--- src/rtl/datamover_cmd_arbiter.sv ---
// datamover_cmd_arbiter
//   Shares one datamover command/status channel pair between two requesters.
//   Commands are arbitrated round-robin and forwarded unmodified. Each accepted
//   command records {requester id, tag} in a routing FIFO. Each returned status
//   is steered to the requester at the FIFO head, which is then popped. A sticky
//   flag records any status whose tag differs from the expected one.
//
// Ports
//   clk, aresetn                    clock, asynchronous active-low reset
//   r0_cmd_*, r1_cmd_*              requester command streams (AXI-Stream sink)
//   r0_sts_*, r1_sts_*              requester status streams (AXI-Stream source)
//   m_cmd_*                         command stream to the datamover
//   s_sts_*                         status stream from the datamover
//   err_clr                         synchronous clear of tag_err
//   tag_err                         sticky tag-mismatch flag
//   out0_count, out1_count          outstanding commands per requester
module datamover_cmd_arbiter #(
  parameter int C_CMD_WIDTH = 72,
  parameter int C_STS_WIDTH = 8,
  parameter int C_TAG_LSB   = 64,
  parameter int C_DEPTH     = 4
) (
  input  logic                         clk,
  input  logic                         aresetn,
  input  logic                         r0_cmd_tvalid,
  output logic                         r0_cmd_tready,
  input  logic [C_CMD_WIDTH-1:0]       r0_cmd_tdata,
  input  logic                         r1_cmd_tvalid,
  output logic                         r1_cmd_tready,
  input  logic [C_CMD_WIDTH-1:0]       r1_cmd_tdata,
  output logic                         r0_sts_tvalid,
  input  logic                         r0_sts_tready,
  output logic [C_STS_WIDTH-1:0]       r0_sts_tdata,
  output logic                         r1_sts_tvalid,
  input  logic                         r1_sts_tready,
  output logic [C_STS_WIDTH-1:0]       r1_sts_tdata,
  output logic                         m_cmd_tvalid,
  input  logic                         m_cmd_tready,
  output logic [C_CMD_WIDTH-1:0]       m_cmd_tdata,
  input  logic                         s_sts_tvalid,
  output logic                         s_sts_tready,
  input  logic [C_STS_WIDTH-1:0]       s_sts_tdata,
  input  logic                         err_clr,
  output logic                         tag_err,
  output logic [$clog2(C_DEPTH):0]     out0_count,
  output logic [$clog2(C_DEPTH):0]     out1_count
);

  localparam int PW = $clog2(C_DEPTH);
  localparam int CW = $clog2(C_DEPTH) + 1;
  localparam logic [CW-1:0] LP_FULL = CW'(C_DEPTH);
  localparam logic [CW-1:0] LP_ONE  = CW'(1);
  localparam logic [PW-1:0] LP_PONE = PW'(1);

  localparam logic [0:0] S_IDLE  = 1'b0;
  localparam logic [0:0] S_GRANT = 1'b1;

  logic [0:0]    r_state;
  logic          r_gnt;       // granted requester id while in GRANT
  logic          r_last;      // last served requester
  logic [4:0]    r_fifo [C_DEPTH];
  logic [PW-1:0] r_wr;
  logic [PW-1:0] r_rd;
  logic [CW-1:0] r_occ;
  logic [CW-1:0] r_cnt0;
  logic [CW-1:0] r_cnt1;
  logic          r_tag_err;

  logic          w_pick;
  logic          w_in_grant;
  logic          w_gvalid;
  logic          w_cmd_hs;
  logic [3:0]    w_cmd_tag;
  logic          w_empty;
  logic          w_head_id;
  logic [3:0]    w_head_tag;
  logic          w_sts_hs;
  logic          w_mismatch;
  logic          w_inc0;
  logic          w_inc1;
  logic          w_dec0;
  logic          w_dec1;

  // Tie goes to whoever was not served last; otherwise the lone requester.
  always_comb begin
    w_pick = 1'b0;
    if (r0_cmd_tvalid && r1_cmd_tvalid) w_pick = ~r_last;
    else                                w_pick = r1_cmd_tvalid;
  end

  // Command path mirrors the granted requester combinationally.
  assign w_in_grant    = (r_state == S_GRANT);
  assign w_gvalid      = r_gnt ? r1_cmd_tvalid : r0_cmd_tvalid;
  assign m_cmd_tvalid  = w_in_grant & w_gvalid;
  assign m_cmd_tdata   = w_in_grant ? (r_gnt ? r1_cmd_tdata : r0_cmd_tdata) : '0;
  assign r0_cmd_tready = w_in_grant & ~r_gnt & m_cmd_tready;
  assign r1_cmd_tready = w_in_grant &  r_gnt & m_cmd_tready;
  assign w_cmd_hs      = m_cmd_tvalid & m_cmd_tready;
  assign w_cmd_tag     = m_cmd_tdata[C_TAG_LSB +: 4];

  // Status path steered by the routing FIFO head.
  assign w_empty       = (r_occ == '0);
  assign w_head_id     = r_fifo[r_rd][4];
  assign w_head_tag    = r_fifo[r_rd][3:0];
  assign r0_sts_tvalid = ~w_empty & ~w_head_id & s_sts_tvalid;
  assign r1_sts_tvalid = ~w_empty &  w_head_id & s_sts_tvalid;
  assign r0_sts_tdata  = r0_sts_tvalid ? s_sts_tdata : '0;
  assign r1_sts_tdata  = r1_sts_tvalid ? s_sts_tdata : '0;
  assign s_sts_tready  = ~w_empty & (w_head_id ? r1_sts_tready : r0_sts_tready);
  assign w_sts_hs      = s_sts_tvalid & s_sts_tready;
  assign w_mismatch    = w_sts_hs & (s_sts_tdata[3:0] != w_head_tag);

  assign w_inc0 = w_cmd_hs & ~r_gnt;
  assign w_inc1 = w_cmd_hs &  r_gnt;
  assign w_dec0 = w_sts_hs & ~w_head_id;
  assign w_dec1 = w_sts_hs &  w_head_id;

  assign tag_err    = r_tag_err;
  assign out0_count = r_cnt0;
  assign out1_count = r_cnt1;

  // Command FSM. Full check uses registered occupancy, so a same-cycle pop
  // does not open the gate; an existing grant is never withdrawn.
  always_ff @(posedge clk or negedge aresetn) begin
    if (!aresetn) begin
      r_state <= S_IDLE;
      r_gnt   <= 1'b0;
      r_last  <= 1'b1;
    end else begin
      case (r_state)
        S_IDLE: begin
          if ((r0_cmd_tvalid || r1_cmd_tvalid) && (r_occ != LP_FULL)) begin
            r_state <= S_GRANT;
            r_gnt   <= w_pick;
          end
        end
        default: begin
          if (w_cmd_hs) begin
            r_state <= S_IDLE;
            r_last  <= r_gnt;
          end
        end
      endcase
    end
  end

  // Routing FIFO storage; contents are only meaningful below the occupancy.
  always_ff @(posedge clk) begin
    if (w_cmd_hs) r_fifo[r_wr] <= {r_gnt, w_cmd_tag};
  end

  always_ff @(posedge clk or negedge aresetn) begin
    if (!aresetn) begin
      r_wr  <= '0;
      r_rd  <= '0;
      r_occ <= '0;
    end else begin
      if (w_cmd_hs) r_wr <= r_wr + LP_PONE;
      if (w_sts_hs) r_rd <= r_rd + LP_PONE;
      case ({w_cmd_hs, w_sts_hs})
        2'b10:   r_occ <= r_occ + LP_ONE;
        2'b01:   r_occ <= r_occ - LP_ONE;
        default: r_occ <= r_occ;
      endcase
    end
  end

  // Per-requester outstanding counters.
  always_ff @(posedge clk or negedge aresetn) begin
    if (!aresetn) begin
      r_cnt0 <= '0;
      r_cnt1 <= '0;
    end else begin
      case ({w_inc0, w_dec0})
        2'b10:   r_cnt0 <= r_cnt0 + LP_ONE;
        2'b01:   r_cnt0 <= r_cnt0 - LP_ONE;
        default: r_cnt0 <= r_cnt0;
      endcase
      case ({w_inc1, w_dec1})
        2'b10:   r_cnt1 <= r_cnt1 + LP_ONE;
        2'b01:   r_cnt1 <= r_cnt1 - LP_ONE;
        default: r_cnt1 <= r_cnt1;
      endcase
    end
  end

  // Sticky tag error; a new mismatch wins over a simultaneous clear.
  always_ff @(posedge clk or negedge aresetn) begin
    if (!aresetn) begin
      r_tag_err <= 1'b0;
    end else if (w_mismatch) begin
      r_tag_err <= 1'b1;
    end else if (err_clr) begin
      r_tag_err <= 1'b0;
    end
  end

endmodule

--- config.mk ---
export PLATFORM = sky130hd
export DESIGN_NAME = datamover_cmd_arbiter
export DESIGN_NICKNAME = d
export VERILOG_FILES = /design/src/rtl/datamover_cmd_arbiter.sv
export SDC_FILE = /design/constraint.sdc
export NUM_CORES = 1
export LEC_CHECK = 0
export CORE_MARGIN = 3
export CORE_UTILIZATION = 30
export CTS_CLUSTER_DIAMETER = 200
export CTS_CLUSTER_SIZE = 28
export DETAILED_ROUTE_END_ITERATION = 8
export PLACE_DENSITY = 0.86
export SLEW_MARGIN = 40
export SYNTH_ARGS = -nofsm -noshare
export SYNTH_HDL_FRONTEND = slang
export SYNTH_SLANG_ARGS = --single-unit
--- constraint.sdc ---
create_clock -name clk -period 2.62 [get_ports clk]
set_clock_uncertainty 0.1 [all_clocks]
set_input_delay 0.524 -clock clk [delete_from_list [all_inputs] [get_ports clk]]
set_output_delay 0.524 -clock clk [all_outputs]
set_load 0.05 [all_outputs]
Word level (Yosys, flattened, before mapping). Memories as Yosys holds them, arrays and structs flattened. Cells that the tools add are included.

Equal/unequal tests: 8. Reductions and logical operators: 10. Muxes and demuxes: 17. Bitwise logic cells: 22. Add/subtract/negate cells: 8.

Operator list (number): two-way mux 72 bit (2); one-hot mux 3 bit (2 select lines) (3); AND 1 bit (17); two-way mux 8 bit (2); two-way mux 1 bit (10); adder 3 x 1 -> 3 bit, second input constant (3); subtractor 3 x 1 -> 3 bit, second input constant (3); nonzero test 2 bit (4); == test 2 x 1 -> 1 bit, second input constant (3); == test 2 bit, second input constant (3); inverter 1 bit (5); adder 2 x 1 -> 2 bit, second input constant (2); inequality test 4 bit (1); AND reduction 2 bit (2); zero test 3 bit (1); inequality test 3 bit, second input constant (1); logical AND 1 bit (2); logical OR 1 bit (1).

Flip-flop bits (word level): 17. Output and inout port bits: 101. Word-level logic and storage cells: 75. Memory bits (writable): 20. Memories kept: 1.

Memories: r_fifo (depth 4, width 5, read ports 1, clocked after Yosys merged registers in 0, write ports 1, line 61) `logic [4:0] r_fifo [C_DEPTH];`.

Logic depth before layout (Yosys ltp).
Depth after elaboration: 7. Gate-level depth with buffers: 10. Mapped depth without buffers: 9.

Worst setup path after synthesis. OpenSTA, ideal clock, no wires.

Path kind: reg-to-output. Start point: reg r_rd[0]. End point: out r0_sts_tdata[0]. Buffers on the path: 1. Path slack: -0.405 ns. Cell stages (with the launch flop): 5. Data required time: 1.996 ns. Arrival: 2.401 ns. Cells stage by stage: dfrtp_1 > buf_6 > mux4_2 > nor2_1 > and2_1.

Cells in the longest elaborated chain, start to end: 5.

RTL lines: start: declaration (line 63) `logic [PW-1:0] r_rd;`; start signal: assignment (line 159) `if (w_sts_hs) r_rd <= r_rd + LP_PONE;`; memory read (4 x 5 bit); inverter 1 bit (line 105) `assign r0_sts_tvalid = ~w_empty & ~w_head_id & s_sts_tvalid;`; AND 1 bit (2 in series) (line 105); via r0_sts_tvalid (line 31) `output logic r0_sts_tvalid,`; two-way mux 8 bit (line 107) `assign r0_sts_tdata = r0_sts_tvalid ? s_sts_tdata : '0;`; end: declaration (line 33) `output logic [C_STS_WIDTH-1:0] r0_sts_tdata,`.

The timed path passes the listed nets, and every way through them passes these cells.

Worst setup path after layout.
Start point: reg r_rd[0]. End point: out r0_sts_tdata[1].

Cells in the longest elaborated chain, start to end: 5.

RTL lines (line): memory read (4 x 5 bit); inverter 1 bit (105); AND 1 bit (2 in series) (105); two-way mux 8 bit (107).

No other way between the ends.

==> PnR_summary.wiki <==
{| class="wikitable"
! Metric !! Value
|-
| Result of the run || completed
|-
| H-Tree Level Count || 2
|-
| Register bit total from synthesis || 37
|-
| Antenna-violating nets left || 0
|-
| Max incr delay on CP || 0.58 ns
|-
| IR drop worst, VDD || 807 uV
|-
| CTS Buffer Depth || 2
|-
| Area added between synthesis and finish || 128%
|-
| Number of max-slew violations in the final report || 0
|-
| Final setup vio count || 0
|-
| TritonCTS clock tree || yes
|-
| GRT Overall Usage || 21.6%
|-
| Critical path, cell by cell || mux4_2 > buf_6 > nor2_4 > and2_1 > buf_12
|-
| Share of synthesized registers carrying an async set or reset || 45.9%
|-
| CP max stage cell || mux4_2
|-
| Adder-cell share of the synthesized area || 4.79%
|-
| Number of diodes added for antenna fixing || 0
|-
| RSZ-0062 raised after global routing || yes
|-
| Area of the core || 9860 um2
|-
| Crit end category || primary output
|-
| Synth Instances || 294
|-
| Number of instances in the placed design || 687
|-
| CTS Buf Count || 5
|-
| Multiplexer share of the synthesized area || 30.0%
|-
| Final worst setup slack || 0.0563 ns
|-
| Number of iterations in the first detailed-routing pass || 4
|-
| Remaining global-route overflow || 0
|-
| Class of the tightest hold or removal check || flop to flop
|-
| Final critical-path share of the clock period || 97.9%
|-
| Worst skew pair latency || 0.28 ns
|-
| Post-synthesis sequential area ratio || 33.3%
|-
| Number of buffers inserted by hold repair at cts || 0
|-
| WP data arrival || 1.94 ns
|-
| Worst-path clk slew || 0.07 ns
|-
| Cell area power density || 1280 nW/um2
|-
| Number of input and output port buffers inserted || 261
|-
| Wire length of the first global-routing pass || 19,500 um
|-
| Number of nets in the synthesized netlist || 465
|-
| Simple-gate share of the synthesized area || 22.7%
|-
| Data required time of the worst path || 2.00 ns
|-
| Estimated wirelength of the detail-placed design || 11,100 um
|-
| Filler cell count in the final layout || 658
|-
| Clock root buffer master || clkbuf_8
|-
| Post-Route WL || 12,700 um
|-
| Fraction of final layout cells with drive strength greater than 1 || 26.1%
|-
| GPL Wtd Cong || 0.835
|-
| Max-Slew Margin vs Limit || 48.9%
|-
| Horizontal die dimension || 107 um
|-
| Starting density of the core || 31.3%
|-
| Initial antenna violation count || 0
|-
| Die outline height || 107 um
|-
| Total area of multi-input combinational cells || 2010 um2
|-
| Pre-CTS worst setup slack || -0.220 ns
|-
| Buffer and inverter count on the worst path || 2
|-
| Max Fclk || 390 MHz
|-
| Clock period minus worst slack || 2.56 ns
|-
| Static leakage || 3.00 nW
|-
| Startpoint type of the worst setup path || flop
|-
| Cell area after technology mapping || 3090 um2
|-
| DR DRC count || 0
|-
| Number of maximum-capacitance constraint violations || 0
|-
| Number of sinks handled by clock tree synthesis || 37
|-
| Type of the worst setup path || flop to primary output
|-
| Layout net count || 733
|-
| Critical path peak fanout || 9
|-
| Synthesized area per cell || 10.5 um2
|-
| Drt first-iter violations || 91
|-
| Wirelength per Cell || 18.3 um
|-
| Floorplan die area || 11,500 um2
|-
| Count of vias placed by the detailed router || 3,293
|-
| Number of distinct library cell variants in the gate-level netlist after synthesis || 34
|-
| Pin slew with the least headroom to its limit || 0.764 ns
|-
| Row count || 36
|-
| Final instance count without filler cells || 696
|-
| Synthesized-area fraction occupied by ao, oa, aoi and oai cells || 1.01%
|-
| Most common flop cell mapped by yosys || edfxtp_1
|-
| Via count of the first global-routing pass || 3,733
|-
| I/O pin cnt || 262
|-
| Sequential cell area || 1030 um2
|-
| Vias per std cell || 4.73
|-
| Number of synthesized flops with an enable pin || 20
|-
| Largest net degree at the start of global routing || 33
|-
| Parity-gate share of the synthesized area counting xor and xnor cells || 4.54%
|-
| Yosys warning total || 0
|-
| Number of hold violations in the final report || 0
|-
| Top Family by Delay on Critical Path || multiplexers
|-
| Largest family of logic cells by synthesized area || multiplexers
|}
-- per-stage QoR --
step	TNS (ns)	instance area, um2	util [%]	total power, mW	hold WS (ns)
after CTS	0	6970	70.6	9.00	0.384
final	0	7020	71.2	8.98	0.384
after detailed placement	-0.432	6880	69.7	8.59	0.374
after global placement	-0.164	6880	69.7	8.41	0.354
after floorplan	0	3110	-	5.04	0.128
after global routing	-0.171	7020	71.2	9.38	0.409
-- kinds of logic after synthesis --
| logic type | after synthesis |
|---|---|
| XOR/XNOR | 16 |
| AO/OA/AOI/OAI | 5 |
| adder cells (fa/ha/maj) | 10 |
| buffers and inverters | 26 |
| AND/OR/NAND/NOR | 117 |
| flip-flops | 37 |
| multiplexers | 83 |
-- placed cells by master (no fill, tap or decap), types with 3 or more instances in the layout --
cell type / count
nor2_4: 3
clkdlybuf4s50_1: 167
xnor2_1: 10
mux2_2: 3
nor2_1: 5
buf_4: 18
clkbuf_8: 5
and3_1: 5
mux4_1: 4
and2_1: 14
ha_1: 4
buf_12: 94
dfrtp_1: 14
inv_1: 6
nor2b_1: 69
nand2_1: 5
edfxtp_1: 20
mux2i_1: 74
nor2b_2: 4
xor2_1: 6
-- path summary, 6_finish.rpt --
kind | startpoint | to | slack [ns] | cells past startpoint
max in group asynchronous | aresetn | r_gnt | 1.27 | 1
min in group asynchronous | aresetn | out0_count[2] | 0.59 | 1
worst min-delay path | r_last | r_last | 0.38 | 2
worst max-delay path | r_rd[0] | r0_sts_tdata[1] | 0.06 | 5
worst min register to register | r_last | r_last | 0.38 | 2
worst max register to register | r_rd[0] | out1_count[2] | 0.10 | 8
-- cell usage after synthesis, types with 3 or more instances --
| master | number | area share [%] |
|---|---|---|
| nor3_1 | 3 | 0.49 |
| mux4_1 | 4 | 3.4 |
| and2_1 | 16 | 3.2 |
| mux2i_1 | 74 | 24 |
| nor2b_1 | 73 | 15 |
| and3_1 | 5 | 1.0 |
| dfrtp_1 | 16 | 13 |
| nand2_1 | 5 | 0.61 |
| inv_1 | 7 | 0.85 |
| ha_1 | 7 | 2.8 |
| edfxtp_1 | 20 | 19 |
| xnor2_1 | 10 | 2.8 |
| mux2_2 | 3 | 1.1 |
| xor2_1 | 6 | 1.7 |
| buf_2 | 8 | 1.3 |
| clkbuf_1 | 9 | 1.1 |
| nor2_1 | 7 | 0.85 |
| fa_1 | 3 | 1.9 |
-- registers in the layout, indices dropped and copies added, names as in the netlist --
name and count:
out1_count 3, r_state 1, r_fifo 20, r_gnt 1
r_last 1, r_occ 3, tag_err 1, r_wr 2
out0_count 3, r_rd 2
-- power by group --
group / total [mW] / switching [mW] / internal (mW)
Combinational: 7.62 / 4.08 / 3.54
Sequential: 0.999 / 0.151 / 0.848
Clock: 0.367 / 0.183 / 0.184
-- final cells by class --
type | count | area share [%]
Clock buffer | 6 | 1.03
Clock inverter | 2 | 0.143
Inverter | 7 | 0.374
Multi-Input combinational cell | 231 | 28.7
Sequential cell | 37 | 14.7
Tap cell | 133 | 2.37
Timing Repair Buffer | 280 | 52.7
-- worst register-to-register path: stages, from the launching register on --
cell and delay (ns):
dfrtp_1 0.39, mux4_2 0.58, mux2i_4 0.31, nor3_2 0.08, ha_2 0.20, fa_1 0.38
xnor2_1 0.13, nor2_1 0.12, xor2_1 0.15
-- what timing repair did --
action / CTS / global route
endpoints found under the setup margin: 8 / 17
resized for setup: 1 / 14
pin swaps: 1 / 8
buffers inserted: 1 / 0
endpoints found under the hold margin: 0 / 0
-- per-layer routing --
layer	track usage (%)	part of all wire [%]
met2	41.5	55
met4	7.21	3.3
met3	7.98	9.5
met1	21.2	32
met5	0	0
Power figures use the tool's default switching activity.
